<file path="src/rtl/data_gen_multi_pkg.sv">
// Shared types and constants for the 7-seg test-pattern generator.
// Mode encodings match the 2-bit mode input of data_gen_multi.
package data_gen_multi_pkg;

    localparam int DATA_W = 20;
    localparam logic [DATA_W-1:0] DISP_MAX = 20'd999_999;

    typedef enum logic [1:0] {
        MODE_UP     = 2'b00,
        MODE_DOWN   = 2'b01,
        MODE_BOUNCE = 2'b10,
        MODE_SIGNED = 2'b11
    } mode_e;

    typedef enum logic {
        DIR_UP   = 1'b0,
        DIR_DOWN = 1'b1
    } dir_e;

    function automatic logic [DATA_W-1:0] clamp_mag(input logic [DATA_W-1:0] val,
                                                    input logic [DATA_W-1:0] lim);
        return (val > lim) ? lim : val;
    endfunction

endpackage

</file>
<file path="src/rtl/data_gen_multi_tick_gen.sv">
// Prescaler: counts 0..CNT_WAIT_MAX while run is high and emits a registered
// one-clock tick; clr restarts the period and drops any pending tick.
module data_gen_multi_tick_gen #(
    parameter logic [22:0] CNT_WAIT_MAX = 23'd4_999_999
) (
    input  logic sys_clk,
    input  logic sys_rst_n,
    input  logic run,
    input  logic clr,
    output logic tick
);

    localparam logic [22:0] CNT_PRE = CNT_WAIT_MAX - 23'd1;

    logic [22:0] cnt_q, cnt_d;
    logic        tick_q, tick_d;

    always_comb begin
        cnt_d  = cnt_q;
        tick_d = 1'b0;
        if (clr) begin
            cnt_d = '0;
        end else if (run) begin
            cnt_d  = (cnt_q == CNT_WAIT_MAX) ? '0 : cnt_q + 23'd1;
            tick_d = (cnt_q == CNT_PRE);
        end
    end

    // NOTE: non-blocking assignments keep every register sampling pre-edge values.
    always_ff @(posedge sys_clk or negedge sys_rst_n) begin
        if (!sys_rst_n) begin
            cnt_q  <= '0;
            tick_q <= 1'b0;
        end else begin
            cnt_q  <= cnt_d;
            tick_q <= tick_d;
        end
    end

    assign tick = tick_q;

endmodule

</file>
<file path="src/rtl/data_gen_multi.sv">
// Test-pattern source for the 6-digit display path: a prescaled tick advances a
// sign/magnitude value in up, down, bounce or signed-up mode, with clr > load > tick.
module data_gen_multi
    import data_gen_multi_pkg::*;
#(
    parameter logic [22:0] CNT_WAIT_MAX = 23'd4_999_999,
    parameter logic [19:0] NUM_MAX      = 20'd999_999,
    parameter logic [19:0] STEP         = 20'd1,
    parameter logic [5:0]  POINT_DEF    = 6'b000_000
) (
    input  logic        sys_clk,
    input  logic        sys_rst_n,
    input  logic [1:0]  mode,
    input  logic        run,
    input  logic        clr,
    input  logic        load,
    input  logic [19:0] load_val,
    input  logic        load_sign,
    output logic [19:0] data,
    output logic [5:0]  point,
    output logic        sign,
    output logic        seg_en,
    output logic        wrap
);

    localparam logic [DATA_W-1:0] MAG_MAX = clamp_mag(NUM_MAX, DISP_MAX);
    localparam logic [DATA_W-1:0] UP_LIM  = MAG_MAX - STEP;

    mode_e             mode_s;
    logic              tick;
    logic [DATA_W-1:0] load_mag;

    logic [DATA_W-1:0] data_q, data_d;
    logic              sign_q, sign_d;
    dir_e              dir_q, dir_d;
    logic              wrap_q, wrap_d;
    logic              seg_en_q;

    assign mode_s   = mode_e'(mode);
    assign load_mag = clamp_mag(load_val, MAG_MAX);

    data_gen_multi_tick_gen #(
        .CNT_WAIT_MAX(CNT_WAIT_MAX)
    ) u_tick_gen (
        .sys_clk  (sys_clk),
        .sys_rst_n(sys_rst_n),
        .run      (run),
        .clr      (clr),
        .tick     (tick)
    );

    always_ff @(posedge sys_clk or negedge sys_rst_n) begin
        if (!sys_rst_n) begin
            data_q   <= '0;
            sign_q   <= 1'b0;
            dir_q    <= DIR_UP;
            wrap_q   <= 1'b0;
            seg_en_q <= 1'b0;
        end else begin
            data_q   <= data_d;
            sign_q   <= sign_d;
            dir_q    <= dir_d;
            wrap_q   <= wrap_d;
            seg_en_q <= 1'b1;
        end
    end

    // NOTE: every signal gets a default first so no path leaves it unassigned (no latches).
    always_comb begin
        data_d = data_q;
        sign_d = sign_q;
        dir_d  = dir_q;
        wrap_d = 1'b0;
        if (clr) begin
            data_d = '0;
            sign_d = 1'b0;
            dir_d  = DIR_UP;
        end else if (load) begin
            data_d = load_mag;
            sign_d = load_sign && (mode_s == MODE_SIGNED) && (load_mag != '0);
        end else if (tick) begin
            case (mode_s)
                MODE_UP: begin
                    if (data_q > UP_LIM) begin
                        data_d = '0;
                        wrap_d = 1'b1;
                    end else begin
                        data_d = data_q + STEP;
                    end
                end
                MODE_DOWN: begin
                    if (data_q < STEP) begin
                        data_d = MAG_MAX;
                        wrap_d = 1'b1;
                    end else begin
                        data_d = data_q - STEP;
                    end
                end
                MODE_BOUNCE: begin
                    if (dir_q == DIR_UP) begin
                        if (data_q > UP_LIM) begin
                            data_d = MAG_MAX;
                            dir_d  = DIR_DOWN;
                            wrap_d = 1'b1;
                        end else begin
                            data_d = data_q + STEP;
                        end
                    end else if (data_q < STEP) begin
                        data_d = '0;
                        dir_d  = DIR_UP;
                        wrap_d = 1'b1;
                    end else begin
                        data_d = data_q - STEP;
                    end
                end
                MODE_SIGNED: begin
                    // Negative values move toward zero by magnitude and cross it exactly.
                    if (!sign_q && (data_q > UP_LIM)) begin
                        data_d = MAG_MAX;
                        sign_d = 1'b1;
                        wrap_d = 1'b1;
                    end else if (!sign_q) begin
                        data_d = data_q + STEP;
                    end else if (data_q > STEP) begin
                        data_d = data_q - STEP;
                    end else begin
                        data_d = STEP - data_q;
                        sign_d = 1'b0;
                    end
                end
            endcase
        end
        if (mode_s != MODE_SIGNED) sign_d = 1'b0;
        if (mode_s != MODE_BOUNCE) dir_d = DIR_UP;
    end

    // Sign is masked combinationally so leaving signed mode hides it at once.
    always_comb begin
        data   = data_q;
        point  = POINT_DEF;
        sign   = sign_q && (mode_s == MODE_SIGNED);
        seg_en = seg_en_q;
        wrap   = wrap_q;
    end

endmodule
</file>
<file path="config.mk">
export PLATFORM = sky130hd
export DESIGN_NAME = data_gen_multi
export DESIGN_NICKNAME = d
export VERILOG_FILES = /design/src/rtl/data_gen_multi_pkg.sv /design/src/rtl/data_gen_multi_tick_gen.sv /design/src/rtl/data_gen_multi.sv
export SDC_FILE = /design/constraint.sdc
export NUM_CORES = 1
export LEC_CHECK = 0
export BUFFER_PORTS_ARGS = -buffer_cell sky130_fd_sc_hd__clkbuf_2
export CELL_PAD_IN_SITES_DETAIL_PLACEMENT = 1
export CELL_PAD_IN_SITES_GLOBAL_PLACEMENT = 2
export CORE_MARGIN = 10
export CORE_UTILIZATION = 35
export DETAILED_ROUTE_END_ITERATION = 12
export HOLD_SLACK_MARGIN = 0.15
export PLACE_DENSITY_LB_ADDON = 0.05
export SKIP_LAST_GASP = 1
export SLEW_MARGIN = 10
export SYNTH_ARGS = -nofsm -noshare
export SYNTH_HDL_FRONTEND = slang
export SYNTH_SLANG_ARGS = --single-unit
export TNS_END_PERCENT = 10
</file>
<file path="constraint.sdc">
create_clock -name sys_clk -period 3.3 [get_ports sys_clk]
set_clock_uncertainty 0.05 [all_clocks]
set_input_delay 0.495 -clock sys_clk [delete_from_list [all_inputs] [get_ports sys_clk]]
set_output_delay 0.495 -clock sys_clk [all_outputs]
set_load 0.02 [all_outputs]
</file>
## Word-level counts from Yosys, hierarchy flattened

Index checks and enable logic that the tools add are counted.

- Register bits after elaboration: 48
- Input bits: 28
- Output and inout bits: 29
- Logic and storage cells: 79

- Add/sub/neg operators: 4
- Magnitude comparators: 4
- Eq/ne operators: 8
- Muxes and demuxes: 41
- Reduce and logical (&&, ||, !) cells: 15

Operators by type and width:

| cell | count |
|---|---|
| 20-bit two-way mux | 12 |
| 20-bit case mux with 4 select lines | 1 |
| 23-bit two-way mux | 3 |
| 23-bit equality test, second input constant | 2 |
| 20-bit > comparator, second input constant | 2 |
| 1-bit two-way mux | 24 |
| 23-bit by 1-bit adder with 23-bit output, second input constant | 1 |
| 20-bit by 1-bit adder with 20-bit output, second input constant | 1 |
| 20-bit by 1-bit > comparator with 1-bit output, second input constant | 1 |
| 20-bit by 1-bit less-than comparator with 1-bit output, second input constant | 1 |
| 20-bit nonzero test | 1 |
| 1-bit by 20-bit subtractor with 20-bit output, first input constant | 1 |
| 20-bit by 1-bit subtractor with 20-bit output, second input constant | 1 |
| 3-bit nonzero test | 3 |
| 4-bit nonzero test | 2 |
| 2-bit equality test, second input constant | 2 |
| 1-bit logical AND | 4 |
| 2-bit inequality test, second input constant | 2 |
| 1-bit case mux with 4 select lines | 1 |
| 3-bit by 2-bit inequality test with 1-bit output, second input constant | 1 |
| 3-bit AND reduction | 1 |
| 2-bit by 1-bit equality test with 1-bit output, second input constant | 1 |
| 2-bit logical NOT | 1 |
| 2-bit AND reduction | 1 |
| 2 further kinds | 2 |

## Longest topological paths before layout

Gate-level depths: netlist of the first run.

- Word-level depth: 9
- Gate-level depth with buffers: 9
- Depth with buffers taken out: 8

## Modules after synthesis

From an unflattened synthesis of the first run, not the netlist that was laid out.

- Cells, all modules: 563
- Area total of the unflattened synthesis: 4,389.2 µm²

By module, submodules not included:

| module | instances | cells an instance | area an instance (µm²) | sequential area each (µm²) |
|---|---|---|---|---|
| data_gen_multi | 1 | 413 | 2,967.8 | 600.6 |
| data_gen_multi_tick_gen | 1 | 150 | 1,421.4 | 600.6 |

## Worst setup path before layout of the first run

No wires, ideal clock.

- Path type: reg2reg
- From: register data_q[2], in the netlist data[2]
- To: register data_q[17], in the netlist data[17]
- Setup time: 76 ps
- Arrival time: 2,380 ps
- Required time: 3,174 ps
- Slack: 793 ps
- Cell stages (with the launch flop): 10
- Path buffers: 1
- Period minus slack after synthesis: 2,507 ps
- Cell sequence: dfrtp_1 -> buf_2 -> inv_1 -> ha_1 -> a21boi_1 -> nand4_1 -> or4_1 -> a22oi_1 -> nor3_1 -> o21ai_1

- Cells in the longest elaborated chain, start to end: 8
- Elaborated cells between the ends (all ways): 19
- Classes of those cells: add/sub (3); order compare (3); mux (12); reduce/logical (1)

RTL lines:

| element | line | source |
|---|---|---|
| start, declared | data_gen_multi.sv:33 | `logic [DATA_W-1:0] data_q, data_d;` |
| start signal, assigned | data_gen_multi.sv:60 | `data_q <= data_d;` |
| 1-bit by 20-bit subtractor with 20-bit output (tied with other cells) | data_gen_multi.sv:127 | `data_d = STEP - data_q;` |
| 20-bit two-way mux | data_gen_multi.sv:124 | `end else if (data_q > STEP) begin` |
| 20-bit two-way mux | data_gen_multi.sv:122 | `end else if (!sign_q) begin` |
| 20-bit two-way mux | data_gen_multi.sv:118 | `if (!sign_q && (data_q > UP_LIM)) begin` |
| 20-bit case mux with 4 select lines (*) | data_gen_multi.sv:82 | `case (mode_s)` |
| 20-bit two-way mux (*) | data_gen_multi.sv:81 | `end else if (tick) begin` |
| 20-bit two-way mux (*) | data_gen_multi.sv:78 | `end else if (load) begin` |
| 20-bit two-way mux (*) | data_gen_multi.sv:74 | `if (clr) begin` |

Every way passes the cells marked *; elsewhere a longest branch is shown, timed or not. The select of a mux whose other input is x is not followed.
A chain may end at the register's enable or synchronous reset.

## Worst setup path after layout of the first run

- From: register data_q[1], in the netlist data[1]
- To: register data_q[4], in the netlist data[4]

The elaborated chain is that of the path after synthesis.

==> results.cfg, run 1 <==
[sta]
hold_viol_final = 0
period_share_pct = 89.1
whs_ps = 449
fin_tns_setup_ps = 0
rsz0062_at_grt = false
slew_violations = 0
relSlewSlack_pct = 44.1
period_minus_slack_ps = 2940
worstMarginPinSlew_ps = 835
setup_viol = 0
fmax_ghz = 0.340

[global_route]
grt_pass1_vias = 4966
antenna_found_initial = 0
gr-total-overflow = 0
grt_first_pass_wirelength_um = 29500
grt_use_total_pct = 21.2
grt_max_degree = 35

[detailed_routing]
drc = 0
antenna_left = 0
routedWlPerCell_um = 24.1
drt_wl_total_um = 18800
via_count = 4703
drtPass1Iterations = 6
initialDrtViolationCount = 273
vias_per_cell = 6.05

[logic_synthesis]
yosysSeqAreaShare_pct = 26.9
synth_seq_cells = 48
synth_edf_count = 0
yosys_warnings = 0
async_flop_share_pct = 100
synth_area_um2 = 4460
syn_avg_cell_area_um2 = 7.99
yosysUniqueCellTypes = 78
syn_inst = 558
synth-main-ff-cell = dfrtp_1

[power_and_ir_drop]
vdd.ir_drop.worst_v = 0.000186
power_leakage_nw = 2.01
power_per_cell_area_nw_per_um2 = 376

[clocking]
clockBufferDepth = 2
clockRootBuffer = clkbuf_16
clock_latency_ps = 310
clock-sinks = 48
clk_pin_slew_ps = 80
cts_tree = built
numCtsBuffers = 5
htree_levels = 2

[setup_path]
crit_slowest_cell = dfrtp_1
critPathRequiredTime_ps = 3460
path_cells = inv_1, ha_1, nor3b_1, and2_0, nand2_1, o221ai_1, nor4b_1, o31ai_1
crit_arrival_ps = 3100
critPathMaxStageDelay_ps = 500
critical_path_peak_fanout = 8
critical_path_class = reg -> reg
cp-start-kind = flop
crit_family = simple AND/OR/NAND/NOR gates
critPathBufInv = 1
end_kind = flop

[run_status]
status = finished, final reports clean

[floorplan]
start_util_pct = 35.5
rows = 41
die-area_um2 = 17700
io_pins = 57
die_width_um = 133
core_region_area_um2 = 12600
dieHeight_um = 133

[min_path]
hold_path_class = in -> reg

[flow_run]
max-cap-violations = 0

[finish]
drive_above_1_share_pct = 17.0
final_nets = 640
area_delta_synth_final_pct = 12.7
utilization_pct = 40.0
diodes = 0

[placement]
portBuffers = 50
dpl.hpwl_um = 14400
gp_congestion = 0.943
## per-stage QoR
stage	instance area (µm²)	worst slack, ps	total power [mW]	std cells
floorplan	4480	793	0.998	563
global placement	4820	339	1.17	768
detailed placement	4820	303	1.18	768
CTS	5020	276	1.90	777
global route	5020	55.2	1.97	777
finish	5020	361	1.89	777
## synthesized netlist by cell type, types with 3 or more instances
cell / n / share of area (%)
nor2_1: 62 / 5.2
dfrtp_1: 48 / 27
nand2_1: 48 / 4.0
xnor2_1: 35 / 6.9
o21ai_0: 33 / 3.7
a21oi_1: 26 / 2.9
nand3_1: 26 / 2.9
inv_1: 20 / 1.7
nor3_1: 18 / 2.0
nand4_1: 17 / 2.4
clkbuf_1: 13 / 1.1
xor2_1: 13 / 2.6
nor4_1: 11 / 1.5
o31ai_1: 10 / 1.7
and3_1: 9 / 1.3
buf_4: 9 / 1.5
ha_1: 8 / 2.2
and4_1: 7 / 1.4
a211oi_1: 6 / 1.0
a21o_1: 6 / 1.0
a31oi_1: 6 / 0.84
or3_1: 6 / 0.84
buf_2: 5 / 0.56
nor2b_1: 5 / 0.70
nor3b_1: 5 / 0.84
o21ai_1: 5 / 0.56
o22ai_1: 5 / 0.70
o31a_1: 5 / 0.98
or2_2: 5 / 0.70
a22oi_1: 4 / 0.67
a311oi_1: 4 / 0.79
buf_6: 4 / 1.0
clkbuf_8: 4 / 1.2
nand2b_1: 4 / 0.56
nand3b_1: 4 / 0.67
a2111oi_0: 3 / 0.59
and2_1: 3 / 0.42
nor4_4: 3 / 1.4
nor4b_1: 3 / 0.59
o211ai_1: 3 / 0.51
o21a_1: 3 / 0.51
o221ai_1: 3 / 0.59
## kinds of logic (layout without fill, tap and decap cells)
group / count (synthesis) / in the layout / synth area share, %
buffers and inverters: 57 / 99 / 7.91
and+or+nand+nor: 249 / 249 / 30.5
adders and majority gates: 8 / 8 / 2.24
muxes: 1 / 1 / 0.224
DFF: 48 / 48 / 26.9
xor gates and xnor gates: 48 / 48 / 9.43
AOI/OAI and AO/OA: 145 / 145 / 22.6
other: 2 / 7 / 0.168
## state kept, by name, indices dropped and copies added, names as in the netlist
signal	count
dir_q	1
sign_q	1
u_tick_gen.tick	1
u_tick_gen.cnt_q	23
data	20
seg_en	1
wrap	1
## path summary, 6_finish.rpt
path / start / endpoint / slack [ps] / depth (start not counted)
max in group asynchronous: sys_rst_n / u_tick_gen.cnt_q[20] / 1690 / 3
worst min register to register: u_tick_gen.cnt_q[3] / u_tick_gen.cnt_q[3] / 500 / 1
worst max-delay path: data[1] / data[4] / 360 / 8
worst max register to register: data[1] / data[4] / 360 / 8
min in group asynchronous: sys_rst_n / u_tick_gen.cnt_q[1] / 610 / 2
worst min-delay path: run / u_tick_gen.tick / 450 / 3
## placed cells by master (no fill, tap or decap), drive strengths merged, types with 19 or more instances in the layout
master / instances
nand2: 49
buf: 20
dfrtp: 48
o21ai: 39
nor3: 19
nor2: 63
xnor2: 35
inv: 21
a21oi: 26
nand3: 26
clkbuf: 55
## report_power, final
group,leakage (nW),switching (mW),internal [mW]
Sequential,0.650,0.0561,0.607
Combinational,1.27,0.332,0.178
Clock,0.0944,0.278,0.439
Total,2.01,0.666,1.22
## routing by layer
layer	track usage, %	share of wire (%)	up-vias
li1	-	-	2127
met1	26.2	42	2367
met2	34.9	48	164
met3	3.94	6.1	45
met4	9.96	4.2	0
met5	0	0	-
## repair_timing
| action | in CTS | in global routing |
|---|---|---|
| gates resized for setup | 0 | 1 |
| hold buffers | 1 | 0 |
| setup endpoints to repair | 0 | 2 |
| endpoints found under the hold margin | 14 | 0 |
| setup buffers | 0 | 0 |
## final cells by class
cell class	instances	area, µm²
sequential	48	1200
multi-input combinational	458	2930
tap	172	215
clock inverter	3	68.8
fill	1541	7540
clock buffer	5	125
inverter	20	75.1
timing repair buffer	71	410
## worst reg2reg max path: cells and delay by family (launching register included)
family / cells / cell delay (ps)
and+or+nand+nor: 4 / 1130
DFF: 1 / 500
AOI/OAI and AO/OA: 2 / 640
adders and majority gates: 1 / 340
buffers and inverters: 1 / 200
Note: power is estimated with default switching activity, not from simulation.
==> run 2: changes to the inputs <==
- SYNTH_HIERARCHICAL: unset -> 1
- clock period: 3.3 -> 3 ns (I/O delays scaled with it)
==> run 2 against run 1 <==
  * First-iteration DRC count is 32% higher
  * Largest power group is now registers
  * Sequential share of layout area is 0.86 points lower
  * Power is 4.4% lower
  * Register-to-register slack worse by 330 ps
  * Count of clock-buffer cells in the layout is 2 higher
  * Non-clock buffer count is 34 higher
  * Final cell count is 3.9% higher
==> results.cfg, run 2 <==
[run_status]
status = finished, final reports clean

[sta]
hold_viol_final = 0
fmax_ghz = 0.337
slew_violations = 0
period_share_pct = 99.0
rsz0062_at_grt = true
period_minus_slack_ps = 2970
relSlewSlack_pct = 41.4
setup_viol = 0
worstMarginPinSlew_ps = 870

[logic_synthesis]
synth.mux.area_fraction_pct = 1.20
synth_seq_cells = 48
synth_edf_count = 0
synth_area_um2 = 4390
syn_inst = 563
async_flop_share_pct = 100
yosysMostFrequentCell = nor2_1
yosys_warnings = 6
yosysTopAreaCell = dfrtp_1
synth-main-ff-cell = dfrtp_1
syn_avg_cell_area_um2 = 7.80
synth_xor_area_share_pct = 8.38
yosysSeqAreaShare_pct = 27.4
yosys.area_share.simple_pct = 31.9
synthTopCellsByCount = 57 x nor2_1, 52 x nand2_1, 48 x dfrtp_1, 39 x a21oi_1, 27 x clkbuf_1
yosysUniqueCellTypes = 77
synth_adder_area_share_pct = 2.28
synth_top_family_by_area = simple AND/OR/NAND/NOR gates
yosys-top-cells-area = dfrtp_1 27%, nor2_1 4.9%, xnor2_1 4.6%
yosysTopAreaCellShare_pct = 27.4
synth-compound-area-share_pct = 22.3

[placement]
dpl.hpwl_um = 14200
gp_congestion = 0.909
portBuffers = 50
dp_cells = 798

[power_and_ir_drop]
p_comb_share_pct = 29.0
seqPwrFrac_pct = 38.0
power_leakage_nw = 2.18
p_total_mw = 1.81
power_per_cell_area_nw_per_um2 = 347
vdd.ir_drop.worst_v = 0.000263
p_int_mw = 1.17
power_switching_mw = 0.635
switching_share_pct = 35.1
pwr-share-clk_pct = 33.0

[flow_run]
max-cap-violations = 0

[finish]
stdcell_count = 807
final_cell_mix = 57 x nor2_1, 54 x buf_4, 52 x nand2_1, 50 x clkbuf_2, 48 x dfrtp_1
drive_above_1_share_pct = 20.3
diodes = 0
layout_commonest_cell = nor2_1
top_register = u_tick_gen/cnt_q
largest_register_ffs = 23
final_nets = 674
nFillCells = 1533
multi_input_area_um2 = 2930
seq_area_um2 = 1200
area_delta_synth_final_pct = 18.7

[floorplan]
dieHeight_um = 132
start_util_pct = 36.1
die_width_um = 132
core_region_area_um2 = 12200
die-area_um2 = 17400
rows = 40
io_pins = 57

[setup_path]
crit_arrival_ps = 3120
r2r-start = data[12]
cp-start-kind = flop
r2r-end = data[0]
end_kind = flop
setup.worst_path.end = data[0]
rrSetupSlack_ps = 30
critical_path_peak_fanout = 11
reg2reg_depth = 8
critPathRequiredTime_ps = 3150
critical_path_class = reg -> reg
crit_path_start = data[12]

[detailed_routing]
wl_met3_um = 835
drc = 0
drt_wl_total_um = 18200
vias_per_cell = 5.91
top_layer_used = met4
routedLengthMet1_um = 7920
via_count = 4770
initialDrtViolationCount = 360
antenna_left = 0
wl_met2_um = 8820
drtPass1Iterations = 4
routedWlPerCell_um = 22.5

[global_route]
grt_max_degree = 37
grt_pass1_vias = 5086
grt_first_pass_wirelength_um = 28900
gr-total-overflow = 0
antenna_found_initial = 0
grt_use_total_pct = 20.5

[clocking]
clockRootBuffer = clkbuf_16
clock_latency_ps = 310
clock-sinks = 48
cts_setup_buffers = 0
htree_levels = 2
clockBufferDepth = 2
cts_tree = built
numCtsBuffers = 5
clk_pin_slew_ps = 70

[min_path]
hold_path_class = in -> reg
-- run 2: cell type report --
cell class                      count  share of cell area, %
Tap cell                          168                   4.03
Timing Repair Buffer              105                   12.8
Multi-Input combinational cell    462                   56.3
Sequential cell                    48                   23.0
Inverter                           16                   1.15
Clock inverter                      1                  0.168
Clock buffer                        7                   2.55
-- run 2: timing repair --
action / in CTS / in global routing
hold buffers: 1 / 0
hold endpoints to repair: 12 / 0
resized for setup: 0 / 1
endpoints found under the setup margin: 0 / 14
-- run 2: power groups by stage --
stage	combinational, mW	sequential [mW]	clock (mW)
floorplan	0.284	0.723	0
global placement	0.515	0.697	0
detailed placement	0.518	0.698	0
CTS	0.522	0.685	0.609
global route	0.570	0.688	0.637
finish	0.524	0.686	0.597
-- run 2: how the worst min path moves through the flow --
stage	slack, ps	depth (start not counted)	from	end
detailed placement	340	1	sys_rst_n	wrap
global placement	350	1	sys_rst_n	wrap
CTS	320	3	load_val[13]	data[13]
floorplan	100	0	sys_rst_n	data[0]
finish	320	3	load_val[13]	data[13]
global route	340	3	load_val[13]	data[13]
-- run 2: layer usage --
metal,vias to the layer above,GRT usage (%)
met5,-,0
met4,0,6.92
met3,39,3.96
met2,116,34.8
met1,2409,25.1
li1,2206,-
-- run 2: cell families after synthesis --
group                      count (synthesis)
AOI/OAI and AO/OA                        142
adders and majority gates                  8
and+or+nand+nor                          258
DFF                                       48
other                                      2
muxes                                      5
buffers and inverters                     58
xor gates and xnor gates                  42
-- run 2: per-stage QoR --
step | area [µm²] | utilization, % | TNS, ps | hold slack, ps | worst slack, ps
2_1_floorplan | 4410 | - | 0 | 104 | 97.4
3_3_place_gp | 5050 | 41.6 | 0 | 349 | 119
3_5_place_dp | 5050 | 41.6 | 0 | 337 | 35.8
4_1_cts | 5210 | 42.8 | 0 | 322 | 9.74
5_1_grt | 5210 | 42.8 | -217 | 344 | -109
6_report | 5210 | 42.8 | 0 | 324 | 28.9
-- run 2: worst max-delay path, cell delays in order, from the launching register on --
cell and delay, ps:
dfrtp_1 380, buf_4 180, nor4_1 440, nand2_1 140
o311a_1 440, and2_1 270, a21boi_0 490, o21ai_0 200
a31o_2 280
==> run 3: changes to the inputs <==
- SETUP_SLACK_MARGIN: unset -> 0.05
==> run 3 against run 2 <==
  * Maximum frequency increased by 3.6%
  * Critical endpoint is now data[10]
  * Critical path type unchanged
  * Critical path depth is 1 lower
  * Power fell by 0.18%
  * Count of clock-buffer cells in the layout stayed put
  * Highest routed layer unchanged
==> results.cfg, run 3 (same netlist as run 2, synthesis figures left out) <==
[power_and_ir_drop]
power_per_cell_area_nw_per_um2 = 346
power_leakage_nw = 2.18
vdd.ir_drop.worst_v = 0.000262

[clocking]
clockBufferDepth = 2
clock_latency_ps = 310
clk_pin_slew_ps = 70
cts_setup_buffers = 0
clockRootBuffer = clkbuf_16
clock-sinks = 48
htree_levels = 2
numCtsBuffers = 5
cts_tree = built

[detailed_routing]
routedWlPerCell_um = 22.4
drtPass1Iterations = 4
drt_wl_total_um = 18100
initialDrtViolationCount = 371
vias_per_cell = 5.91
drc = 0
antenna_left = 0
via_count = 4767

[min_path]
min_from = load_val[13]
hold_end = data[13]
hold_depth = 3
hold_path_class = in -> reg

[setup_path]
critical_path_peak_fanout = 8
crit_arrival_ps = 3010
cp-start-kind = flop
rrSetupSlack_ps = 130
r2r-end = data[10]
reg2reg_depth = 7
end_kind = flop
critPathRequiredTime_ps = 3140
critical_path_class = reg -> reg
r2r-start = data[9]

[placement]
gp_congestion = 0.909
portBuffers = 50
place_area_um2 = 5050
dpl.hpwl_um = 14200
pre_cts_ws_ps = 35.8

[global_route]
antenna_found_initial = 0
grt_first_pass_wirelength_um = 29000
grt_pass1_vias = 5090
grt_max_degree = 37
gr-total-overflow = 0
grt_use_total_pct = 20.5

[floorplan]
core_region_area_um2 = 12200
die_width_um = 132
dieHeight_um = 132
io_pins = 57
die-area_um2 = 17400
rows = 40
start_util_pct = 36.1

[finish]
final_nets = 674
layout_commonest_cell = nor2_1
largest_register_ffs = 23
drive_above_1_share_pct = 20.5
seq_area_um2 = 1200
nFillCells = 1534
final_cell_mix = 57 x nor2_1, 54 x buf_4, 52 x nand2_1, 50 x clkbuf_2, 48 x dfrtp_1
area_delta_synth_final_pct = 18.9
top_register = u_tick_gen/cnt_q
multi_input_area_um2 = 2940
final_area_um2 = 5220
diodes = 0

[sta]
fmax_ghz = 0.349
setup_viol = 0
period_minus_slack_ps = 2870
hold_viol_final = 0
worstMarginPinSlew_ps = 841
relSlewSlack_pct = 43.4
setup_ws_ps = 132
period_share_pct = 95.6
rsz0062_at_grt = true
fin_tns_setup_ps = 0
slew_violations = 0

[run_status]
status = finished, final reports clean

[flow_run]
max-cap-violations = 0
## run 3: cell types whose count changed in the layout (fill, tap and decap cells not counted)
cell      delta
nor4_2       +1
nor4_1       -1
a21boi_0     -1
a21boi_1     +1
## run 3: layout make-up
class	instances	share of cell area, %
multi-input cells	462	56.3
flip-flops and latches	48	23.0
well taps	168	4.03
inverters	16	1.15
clock buffers	7	2.54
clock inverters	1	0.168
repair buffers	105	12.8
## run 3: worst max-delay path, stage by stage (launching register included)
cell and delay [ps]:
dfrtp_1 420, or4_1 590, or4_4 470, or3_4 420
o21ai_4 370, nor2_1 90, a211oi_1 240, a21oi_1 100
## run 3: how the worst max path moves through the flow
stage | start | slack (ps) | to | cells past startpoint
2_1_floorplan | data[13] | 100 | data[9] | 9
3_3_place_gp | data[12] | 120 | data[7] | 7
3_5_place_dp | data[12] | 40 | data[7] | 7
4_1_cts | data[13] | 70 | data[0] | 8
5_1_grt | data[12] | 30 | data[10] | 7
6_report | data[9] | 130 | data[10] | 7
## run 3: power breakdown
group | switching [mW] | internal, mW
Clock | 0.279 | 0.313
Sequential | 0.0175 | 0.668
Combinational | 0.335 | 0.191
Total | 0.631 | 1.17
## run 3: what timing repair did
action	CTS	global route
hold buffers	1	0
resized for setup	1	2
pin swaps	0	1
endpoints found under the setup margin	3	8
endpoints found under the hold margin	12	0
## run 3: routing by layer
metal	global-route usage, %	vias up	share of wire (%)
li1	-	2212	-
met1	25.2	2401	43
met2	34.9	119	49
met3	3.89	35	4.7
met4	6.98	0	3.0
met5	0	-	0
## run 3: per-stage QoR
step	hold WS [ps]	std cells	utilization [%]	power [mW]
detailed placement	337	798	41.6	1.22
global placement	349	798	41.6	1.21
global route	344	807	42.9	1.90
floorplan	104	568	-	1.01
finish	325	807	42.9	1.80
CTS	322	807	42.8	1.82
